### config.mk
export PLATFORM = sky130hd
export DESIGN_NAME = cursor_ctrl_flat
export DESIGN_NICKNAME = d
export VERILOG_FILES = /design/src/rtl/bship_pkg.sv /design/src/rtl/cursor_ctrl_if.sv /design/src/rtl/btn_debounce.sv /design/src/rtl/cursor_ctrl.sv /design/src/flat_wrapper.sv
export SDC_FILE = /design/constraint.sdc
export NUM_CORES = 1
export LEC_CHECK = 0
export BUFFER_PORTS_ARGS = -buffer_cell sky130_fd_sc_hd__clkbuf_2
export CORE_MARGIN = 3
export CORE_UTILIZATION = 25
export CTS_BUF_LIST = sky130_fd_sc_hd__clkbuf_4
export DETAILED_ROUTE_END_ITERATION = 8
export PLACE_DENSITY = 0.45
export SYNTH_ARGS = -nofsm -noshare
export SYNTH_HDL_FRONTEND = slang
export SYNTH_HIERARCHICAL = 1
export SYNTH_SLANG_ARGS = --single-unit
### constraint.sdc
create_clock -name clk -period 4.1 [get_ports clk]
set_input_delay 0.615 -clock clk [delete_from_list [all_inputs] [get_ports clk]]
set_output_delay 0.615 -clock clk [all_outputs]
set_load 0.01 [all_outputs]
### src/rtl/bship_pkg.sv
// Shared Battleship definitions: grid size, cursor width, debouncer states and
// the wrap-around step helper used by the cursor registers.
package bship_pkg;

    localparam int GRID_N   = 10;
    localparam int CURSOR_W = 4;

    typedef enum logic [1:0] {
        IDLE,
        PRESS_WAIT,
        HELD,
        RELEASE_WAIT
    } db_state_t;

    // One grid step with explicit-compare wrap; opposing steps cancel.
    function automatic logic [CURSOR_W-1:0] wrap_step(
        input logic [CURSOR_W-1:0] value,
        input logic                dec,
        input logic                inc,
        input logic [CURSOR_W-1:0] last
    );
        logic [CURSOR_W-1:0] result;
        result = value;
        if (dec && !inc) begin
            result = (value == '0) ? last : value - CURSOR_W'(1);
        end else if (inc && !dec) begin
            result = (value == last) ? '0 : value + CURSOR_W'(1);
        end
        return result;
    endfunction

endpackage

### src/rtl/cursor_ctrl_if.sv
// Button/enable inputs and cursor outputs between the board I/O and cursor_ctrl.
interface cursor_ctrl_if;
    import bship_pkg::*;

    logic                btn_u;
    logic                btn_d;
    logic                btn_l;
    logic                btn_r;
    logic                btn_c_raw;
    logic                enable;
    logic [CURSOR_W-1:0] sprite_row;
    logic [CURSOR_W-1:0] sprite_col;
    logic                btn_c;
    logic                moved;

    modport master (
        output btn_u, btn_d, btn_l, btn_r, btn_c_raw, enable,
        input  sprite_row, sprite_col, btn_c, moved
    );

    modport slave (
        input  btn_u, btn_d, btn_l, btn_r, btn_c_raw, enable,
        output sprite_row, sprite_col, btn_c, moved
    );

endinterface

### src/rtl/btn_debounce.sv
// One push-button: 2-flop synchroniser, debounce FSM and optional hold-to-repeat.
// `step` pulses once on a debounced press and then on each repeat interval.
module btn_debounce
    import bship_pkg::*;
#(
    parameter int DEBOUNCE_CYCLES = 500000,
    parameter int REPEAT_DELAY    = 50000000,
    parameter int REPEAT_RATE     = 15000000,
    parameter bit REPEAT_EN       = 1'b1
) (
    input  logic clk,
    input  logic reset_n,
    input  logic raw,
    output logic level,
    output logic step
);

    localparam int MAX_AB = (DEBOUNCE_CYCLES > REPEAT_DELAY) ? DEBOUNCE_CYCLES : REPEAT_DELAY;
    localparam int MAX_P  = (MAX_AB > REPEAT_RATE) ? MAX_AB : REPEAT_RATE;
    localparam int CNT_W  = $clog2(MAX_P) + 1;

    localparam logic [CNT_W-1:0] ONE       = CNT_W'(1);
    localparam logic [CNT_W-1:0] DB_LIM    = CNT_W'(DEBOUNCE_CYCLES);
    localparam logic [CNT_W-1:0] DELAY_LIM = CNT_W'(REPEAT_DELAY);
    localparam logic [CNT_W-1:0] RATE_LIM  = CNT_W'(REPEAT_RATE);

    logic             sync1_reg;
    logic             sync2_reg;
    db_state_t        state_reg;
    logic [CNT_W-1:0] db_cnt_reg;
    logic             level_reg;
    logic             step_reg;

    logic [CNT_W-1:0] db_inc;
    logic             press_evt;
    logic             rep_fire;

    // The first sample of a new candidate level counts as one.
    assign db_inc    = (state_reg == IDLE || state_reg == HELD) ? ONE : db_cnt_reg + ONE;
    assign press_evt = (state_reg == IDLE || state_reg == PRESS_WAIT) && sync2_reg &&
                       (db_inc >= DB_LIM);

    always_ff @(posedge clk or negedge reset_n) begin
        if (!reset_n) begin
            sync1_reg  <= 1'b0;
            sync2_reg  <= 1'b0;
            state_reg  <= IDLE;
            db_cnt_reg <= '0;
            level_reg  <= 1'b0;
            step_reg   <= 1'b0;
        end else begin
            sync1_reg <= raw;
            sync2_reg <= sync1_reg;
            step_reg  <= press_evt || rep_fire;
            unique case (state_reg)
                IDLE, PRESS_WAIT: begin
                    if (!sync2_reg) begin
                        state_reg  <= IDLE;
                        db_cnt_reg <= '0;
                    end else if (db_inc >= DB_LIM) begin
                        state_reg  <= HELD;
                        level_reg  <= 1'b1;
                        db_cnt_reg <= '0;
                    end else begin
                        state_reg  <= PRESS_WAIT;
                        db_cnt_reg <= db_inc;
                    end
                end
                HELD, RELEASE_WAIT: begin
                    if (sync2_reg) begin
                        state_reg  <= HELD;
                        db_cnt_reg <= '0;
                    end else if (db_inc >= DB_LIM) begin
                        state_reg  <= IDLE;
                        level_reg  <= 1'b0;
                        db_cnt_reg <= '0;
                    end else begin
                        state_reg  <= RELEASE_WAIT;
                        db_cnt_reg <= db_inc;
                    end
                end
            endcase
        end
    end

    // Repeat counter only advances while HELD; a bounce through RELEASE_WAIT pauses it.
    generate
        if (REPEAT_EN) begin : g_rep
            logic [CNT_W-1:0] rep_cnt_reg;
            logic             rep_first_reg;
            logic [CNT_W-1:0] rep_inc;
            logic [CNT_W-1:0] rep_lim;

            assign rep_inc  = rep_cnt_reg + ONE;
            assign rep_lim  = rep_first_reg ? DELAY_LIM : RATE_LIM;
            assign rep_fire = (state_reg == HELD) && sync2_reg && (rep_inc >= rep_lim);

            always_ff @(posedge clk or negedge reset_n) begin
                if (!reset_n) begin
                    rep_cnt_reg   <= '0;
                    rep_first_reg <= 1'b1;
                end else if (press_evt) begin
                    rep_cnt_reg   <= '0;
                    rep_first_reg <= 1'b1;
                end else if (state_reg == HELD && sync2_reg) begin
                    if (rep_inc >= rep_lim) begin
                        rep_cnt_reg   <= '0;
                        rep_first_reg <= 1'b0;
                    end else begin
                        rep_cnt_reg <= rep_inc;
                    end
                end
            end
        end else begin : g_no_rep
            assign rep_fire = 1'b0;
        end
    endgenerate

    assign level = level_reg;
    assign step  = step_reg;

endmodule

### src/rtl/cursor_ctrl.sv
// Debounces the five game buttons and moves the wrap-around grid cursor that
// feeds game_state and the sprite overlay.
module cursor_ctrl
    import bship_pkg::*;
#(
    parameter int DEBOUNCE_CYCLES = 500000,
    parameter int REPEAT_DELAY    = 50000000,
    parameter int REPEAT_RATE     = 15000000,
    parameter int GRID_N          = bship_pkg::GRID_N
) (
    input  logic         clk,
    input  logic         reset_n,
    cursor_ctrl_if.slave bus
);

    localparam int BTN_U = 0;
    localparam int BTN_D = 1;
    localparam int BTN_L = 2;
    localparam int BTN_R = 3;
    localparam int BTN_C = 4;

    localparam logic [CURSOR_W-1:0] LAST = CURSOR_W'(GRID_N - 1);

    logic [4:0]          raw_vec;
    logic [4:0]          level_vec;
    logic [4:0]          step_vec;
    logic [3:0]          unused_dir_level;
    logic [CURSOR_W-1:0] row_reg;
    logic [CURSOR_W-1:0] col_reg;
    logic                moved_reg;
    logic [CURSOR_W-1:0] row_next;
    logic [CURSOR_W-1:0] col_next;

    assign raw_vec = {bus.btn_c_raw, bus.btn_r, bus.btn_l, bus.btn_d, bus.btn_u};

    genvar gi;
    generate
        for (gi = 0; gi < 5; gi++) begin : g_btn
            btn_debounce #(
                .DEBOUNCE_CYCLES (DEBOUNCE_CYCLES),
                .REPEAT_DELAY    (REPEAT_DELAY),
                .REPEAT_RATE     (REPEAT_RATE),
                .REPEAT_EN       (gi != BTN_C)
            ) u_db (
                .clk     (clk),
                .reset_n (reset_n),
                .raw     (raw_vec[gi]),
                .level   (level_vec[gi]),
                .step    (step_vec[gi])
            );
        end
    endgenerate

    // Direction levels are not needed here; only their steps move the cursor.
    assign unused_dir_level = level_vec[BTN_R:BTN_U];

    always_comb begin
        row_next = wrap_step(row_reg, step_vec[BTN_U], step_vec[BTN_D], LAST);
        col_next = wrap_step(col_reg, step_vec[BTN_L], step_vec[BTN_R], LAST);
    end

    // Steps arriving while disabled are dropped, never queued.
    always_ff @(posedge clk or negedge reset_n) begin
        if (!reset_n) begin
            row_reg   <= '0;
            col_reg   <= '0;
            moved_reg <= 1'b0;
        end else begin
            moved_reg <= 1'b0;
            if (bus.enable) begin
                row_reg   <= row_next;
                col_reg   <= col_next;
                moved_reg <= (row_next != row_reg) || (col_next != col_reg);
            end
        end
    end

    assign bus.sprite_row = row_reg;
    assign bus.sprite_col = col_reg;
    assign bus.btn_c      = level_vec[BTN_C];
    assign bus.moved      = moved_reg;

endmodule

### src/flat_wrapper.sv
// flat-port wrapper written by rule: the top's interface ports become plain ports
module cursor_ctrl_flat import bship_pkg::*;
#(
    parameter int DEBOUNCE_CYCLES = 500000,
    parameter int REPEAT_DELAY    = 50000000,
    parameter int REPEAT_RATE     = 15000000,
    parameter int GRID_N          = bship_pkg::GRID_N
)
  (clk, reset_n, bus_btn_u, bus_btn_d, bus_btn_l, bus_btn_r, bus_btn_c_raw, bus_enable, bus_sprite_row, bus_sprite_col, bus_btn_c, bus_moved);
  cursor_ctrl_if bus_i ();
  input  logic clk;
  input  logic reset_n;
  input wire logic [$bits(bus_i.btn_u)-1:0] bus_btn_u;
  input wire logic [$bits(bus_i.btn_d)-1:0] bus_btn_d;
  input wire logic [$bits(bus_i.btn_l)-1:0] bus_btn_l;
  input wire logic [$bits(bus_i.btn_r)-1:0] bus_btn_r;
  input wire logic [$bits(bus_i.btn_c_raw)-1:0] bus_btn_c_raw;
  input wire logic [$bits(bus_i.enable)-1:0] bus_enable;
  output wire logic [$bits(bus_i.sprite_row)-1:0] bus_sprite_row;
  output wire logic [$bits(bus_i.sprite_col)-1:0] bus_sprite_col;
  output wire logic [$bits(bus_i.btn_c)-1:0] bus_btn_c;
  output wire logic [$bits(bus_i.moved)-1:0] bus_moved;
  assign bus_i.btn_u = bus_btn_u;
  assign bus_i.btn_d = bus_btn_d;
  assign bus_i.btn_l = bus_btn_l;
  assign bus_i.btn_r = bus_btn_r;
  assign bus_i.btn_c_raw = bus_btn_c_raw;
  assign bus_i.enable = bus_enable;
  assign bus_sprite_row = bus_i.sprite_row;
  assign bus_sprite_col = bus_i.sprite_col;
  assign bus_btn_c = bus_i.btn_c;
  assign bus_moved = bus_i.moved;
  cursor_ctrl #(.DEBOUNCE_CYCLES(DEBOUNCE_CYCLES), .REPEAT_DELAY(REPEAT_DELAY), .REPEAT_RATE(REPEAT_RATE), .GRID_N(GRID_N)) u_core (.clk(clk), .reset_n(reset_n), .bus(bus_i));
endmodule
---- Word-level counts from Yosys, hierarchy flattened ----
Cells that the tools add are included.
Widths: inputs -> output; s select.
operators by class
  add/subtract/negate cells ............... 13
  equal/unequal tests ..................... 23
  muxes and demuxes ....................... 92
  reduce and logical (&&, ||, !) cells .... 68
  $lt $le $gt $ge ......................... 9
operator list
  kind                   count
  $mux 27                32
  $pmux 27 s2            5
  $add 27x1->27 const B  9
  $ge 27x19->1 const B   5
  $ge 27x26->1           4
  $mux 26                4
  $mux 2                 20
  $mux 4                 8
  $eq 2x2->1 const B     10
  $logic_and 1x1->1      20
  $pmux 2 s2             5
  $reduce_or 2->1        10
  $mux 1                 17
  $reduce_bool 2->1      8
  $logic_or 1x1->1       14
  $eq 2x1->1 const B     5
  $logic_not 2->1        5
  $add 4x1->4 const B    2
  $eq 4x4->1 const B     2
  $logic_not 4->1        2
  $ne 2x2->1 const B     4
  $ne 4x4->1             2
  $reduce_and 2->1       4
  $sub 4x1->4 const B    2
  3 further kinds        6
storage, ports and cells
  bits of input ports ..................... 8
  output and inout bits ................... 10
  logic and storage cells ................. 241
  flip-flop bits (word level) ............. 281

---- Longest topological paths before layout ----
  depth in word-level cells ............... 7
  mapped depth ............................ 19
  depth with buffers taken out ............ 15

---- Cells and area by module ----
Netlist, hierarchy kept.
by module, submodules not included
  module                                   times used  area an instance (um^2)  seq. area each (um^2)  cells an instance
  btn_debounce (u_core.g_btn[0].u_db ...)  3           3875.0                   1527.7                 438
  btn_debounce (u_core.g_btn[2].u_db)      1           4117.7                   1527.7                 448
  btn_debounce (u_core.g_btn[4].u_db)      1           1704.1                   825.8                  162
  cursor_ctrl                              1           1011.0                   225.2                  120

---- Worst setup path after synthesis ----
OpenSTA, ideal clock, no wires.
  kind .................................... reg2reg
  start ................................... reg u_core.g_btn[0].u_db.g_rep.rep_cnt_reg[0]
  end ..................................... reg u_core.g_btn[0].u_db.g_rep.rep_cnt_reg[21]
  setup slack ............................. 0.237 ns
  cell stages (with the launch flop) ...... 16
  buffers on the path ..................... 1
  arrival ................................. 3.781 ns
  data required time ...................... 4.017 ns
  clock period less this slack ............ 3.863 ns
  setup time .............................. 0.083 ns
  path through ............................ dfrtp_1 ha_1 nand4_1 or3_1 nor3_1 and3_1 xor2_1 ha_1 and3_1 and3b_1 a2111oi_0 o2111ai_1 a21oi_2 clkbuf_1 o211ai_1 o21ai_0
between the ends
  longest elaborated chain between the ends .. 5
ends and longest elaborated chain
  what                      line                 RTL
  start: declaration        btn_debounce.sv:89   logic [CNT_W-1:0] rep_cnt_reg;
  start signal: assignment  btn_debounce.sv:110  rep_cnt_reg <= rep_inc;
  $add 27x1->27 (*)         btn_debounce.sv:94   assign rep_inc = rep_cnt_reg + ONE;
  $ge 27x26->1              btn_debounce.sv:106  if (rep_inc >= rep_lim) begin
  $mux 27 (*)               btn_debounce.sv:106
  $mux 27 (*)               btn_debounce.sv:105  end else if (state_reg == HELD && sync2_reg) begin
  $mux 27 (*)               btn_debounce.sv:102  end else if (press_evt) begin
Mark *: on every way between the ends. The rest lies on a longest branch, timed or not. The select of a mux whose other input is x is not followed.
A chain may end at the register's enable or synchronous reset.

---- Final worst setup path ----
  start ................................... reg u_core.g_btn[3].u_db.g_rep.rep_cnt_reg[0]
  end ..................................... reg u_core.g_btn[3].u_db.g_rep.rep_cnt_reg[18]
between the ends
  longest elaborated chain between the ends .. 5
ends and longest elaborated chain
  what                      line
  start: declaration        btn_debounce.sv:89
  start signal: assignment  btn_debounce.sv:110
  $add 27x1->27 (*)         btn_debounce.sv:94
  $ge 27x26->1              btn_debounce.sv:106
  $mux 27 (*)               btn_debounce.sv:106
  $mux 27 (*)               btn_debounce.sv:105
  $mux 27 (*)               btn_debounce.sv:102
Marked as above.

==> impl_results.md <==
* Status: completed
* Max reg flops at 135
* Initial DRC Count at 964
* CP required at 4.78 ns
* Design Area, Final at 21300 sq um
* H-tree depth at 3
* Bufs and invs on worst path at 2
* Layout area overhead at 16.4%
* Total core area at 71900 sq um
* WS Path Type: reg -> reg
* Clock root cell: clkbuf_4
* Met2 Use GR at 19.7%
* Routing usage on met3 at 2.62%
* CP arrival at 4.57 ns
* Die width at 276 microns
* Crit share post-route at 95.0%
* Avg Inst Size Synth at 9.01 sq um
* Layout cell share with drive strength beyond 1 at 17.0%
* DP Wirelength at 32300 microns
* Num CTS Buffers at 86
* Drt pass-1 iters at 7
* Met1 Use GR at 16.2%
* Fill count at 7655
* Largest net degree at the start of global routing at 82
* Hold Path Class: in -> reg
* Fin cells at 3202
* Total grt overflow at 0
* Worst skew pair latency at 0.79 ns
* Worst vdd ir at 180 uV
* Clock sinks at 281
* Top Ports at 18
* Starting Density at 25.4%
* Vias at 16200
* Worst-path cell chain: ha_2 -> nand4_1 -> or3_4 -> nor3_2 -> buf_4 -> and3_4 -> xor2_2 -> ha_1 -> a21o_1 -> a21oi_1 -> nor2b_1 -> a2111oi_4 -> o2111ai_2 -> a21oi_4 -> buf_4 -> a31oi_1 -> a31oi_1
* Tot GR Track Use at 12.2%
* Fmax at 0.257 GHz
* Power, Total at 0.00832 W
* Footprint of the multi-input gates at 10600 sq um
* Most Used Layer, Global Route: met2
* Antenna-violating nets left at 0
* Slowest stage delay, CP at 0.39 ns
* Final setup fails at 0
* Fin crit period at 3.89 ns
* P_leak at 8.68 nW
* Critical Path Sink Type: flop
* Worst-path clk slew at 0.06 ns
* Synth warn at 6
* Routed vias/inst at 5.05
* Max Root-Sink Buffers at 3
* Mapped Cells at 2026
* Die Ht at 276 microns
* Final nets at 2237
* First-pass GRT wire length at 79700 microns
* Port Buffers at 17
* # DRC at 0
* Max_cap viols at 0
* DIE AREA at 76300 sq um
* Storage cell area at 7040 sq um
* Max-slew violation count at 0
* Slew HR at 43.9%
* Slew @ Worst Pin at 0.842 ns
* Antenna violations before repair at 1
* Placed cell count at 3028
* Critical path's top delay family: compound AO/OA/AOI/OAI gates
* GPL Wtd Cong at 0.829
* Final hold vios at 0
* Crit path max fanout at 6
* WL final at 47400 microns
* Final Skew at 0.0304 ns
* Synthesized area at 18300 sq um
* Wire per inst at 14.8 microns
* FP Rows at 98
* CTS tree: yes
* Dpl cell area at 19800 sq um
* Final hold slack at 0.293 ns
* Pwr dens at 392 nW/um^2
* CP max-delay cell: dfrtp_1
* Number of global-route vias before repair at 15800
* Worst setup SP type: flop
[power by group]
group / total (W) / internal, W / switching, W
clock network: 0.00292 / 0.00158 / 0.00134
logic: 0.00202 / 0.000753 / 0.00126
registers: 0.00339 / 0.00301 / 0.000378
total: 0.00832 / 0.00534 / 0.00298
[layer usage]
| metal | share of wire, % | routed length, microns | vias to the layer above |
|---|---|---|---|
| met1 | 47 | 22400 | 7865 |
| met3 | 4.3 | 2060 | 73 |
| met5 | 0 | 0 | - |
| met4 | 2.0 | 945 | 0 |
| li1 | - | - | 7924 |
| met2 | 46 | 22000 | 316 |
[final timing paths]
kind / start / end / slack [ns] / cells past startpoint
hold reg to reg: u_core/g_btn[1].u_db/sync1_reg / u_core/g_btn[1].u_db/sync2_reg / 0.35 / 0
setup / recovery: u_core/g_btn[3].u_db/g_rep.rep_cnt_reg[0] / u_core/g_btn[3].u_db/g_rep.rep_cnt_reg[18] / 0.21 / 17
setup reg to reg: u_core/g_btn[3].u_db/g_rep.rep_cnt_reg[0] / u_core/g_btn[3].u_db/g_rep.rep_cnt_reg[18] / 0.21 / 17
hold / removal: bus_enable / u_core/bus.sprite_row[3] / 0.29 / 2
max in group asynchronous: reset_n / u_core/g_btn[2].u_db/g_rep.rep_first_reg / 2.72 / 3
min in group asynchronous: reset_n / u_core/g_btn[1].u_db/g_rep.rep_cnt_reg[21] / 0.41 / 2
[cell type report]
type	count	area share (%)
inverter	72	1.27
sequential	281	33.1
clock buffer	117	4.13
timing repair buffer	127	4.78
antenna	2	0.0235
clock inverter	41	1.28
tap	950	5.59
multi-input combinational	1612	49.8
[placed cells by master (no fill, tap or decap), types with 18 or more instances in the layout]
master and n:
a21oi_1 65, a31oi_1 109, and3_1 49, and4_1 23, buf_4 92, clkbuf_4 117, clkinv_1 28, conb_1 40
dfrtp_1 276, ha_1 47, inv_1 72, nand2_1 152, nand2b_1 27, nand3_1 135, nand3b_1 29, nand4_1 55
nor2_1 145, nor2b_1 31, nor3_1 58, nor4_1 35, o211ai_1 27, o21a_1 19, o21ai_0 85, o31ai_1 18
or3_1 22, xnor2_1 66, xor2_1 51
[per-stage QoR]
step	setup TNS, ns	worst slack (ns)	utilization [%]
after CTS	0	0.00830	29.3
after global placement	0	0.171	27.6
after floorplan	0	0.237	-
after global routing	-0.142	-0.0374	29.6
final	0	0.206	29.6
after detailed placement	0	0.0503	27.6
[timing repair]
action	4_1_cts	5_1_grt
pin swaps	0	11
hold buffers	6	0
gates cloned	0	5
buffers inserted	0	3
resized for setup	1	42
endpoints found under the hold margin	80	0
setup endpoints to repair	1	87
No activity file was read; power rests on OpenSTA's default activity.
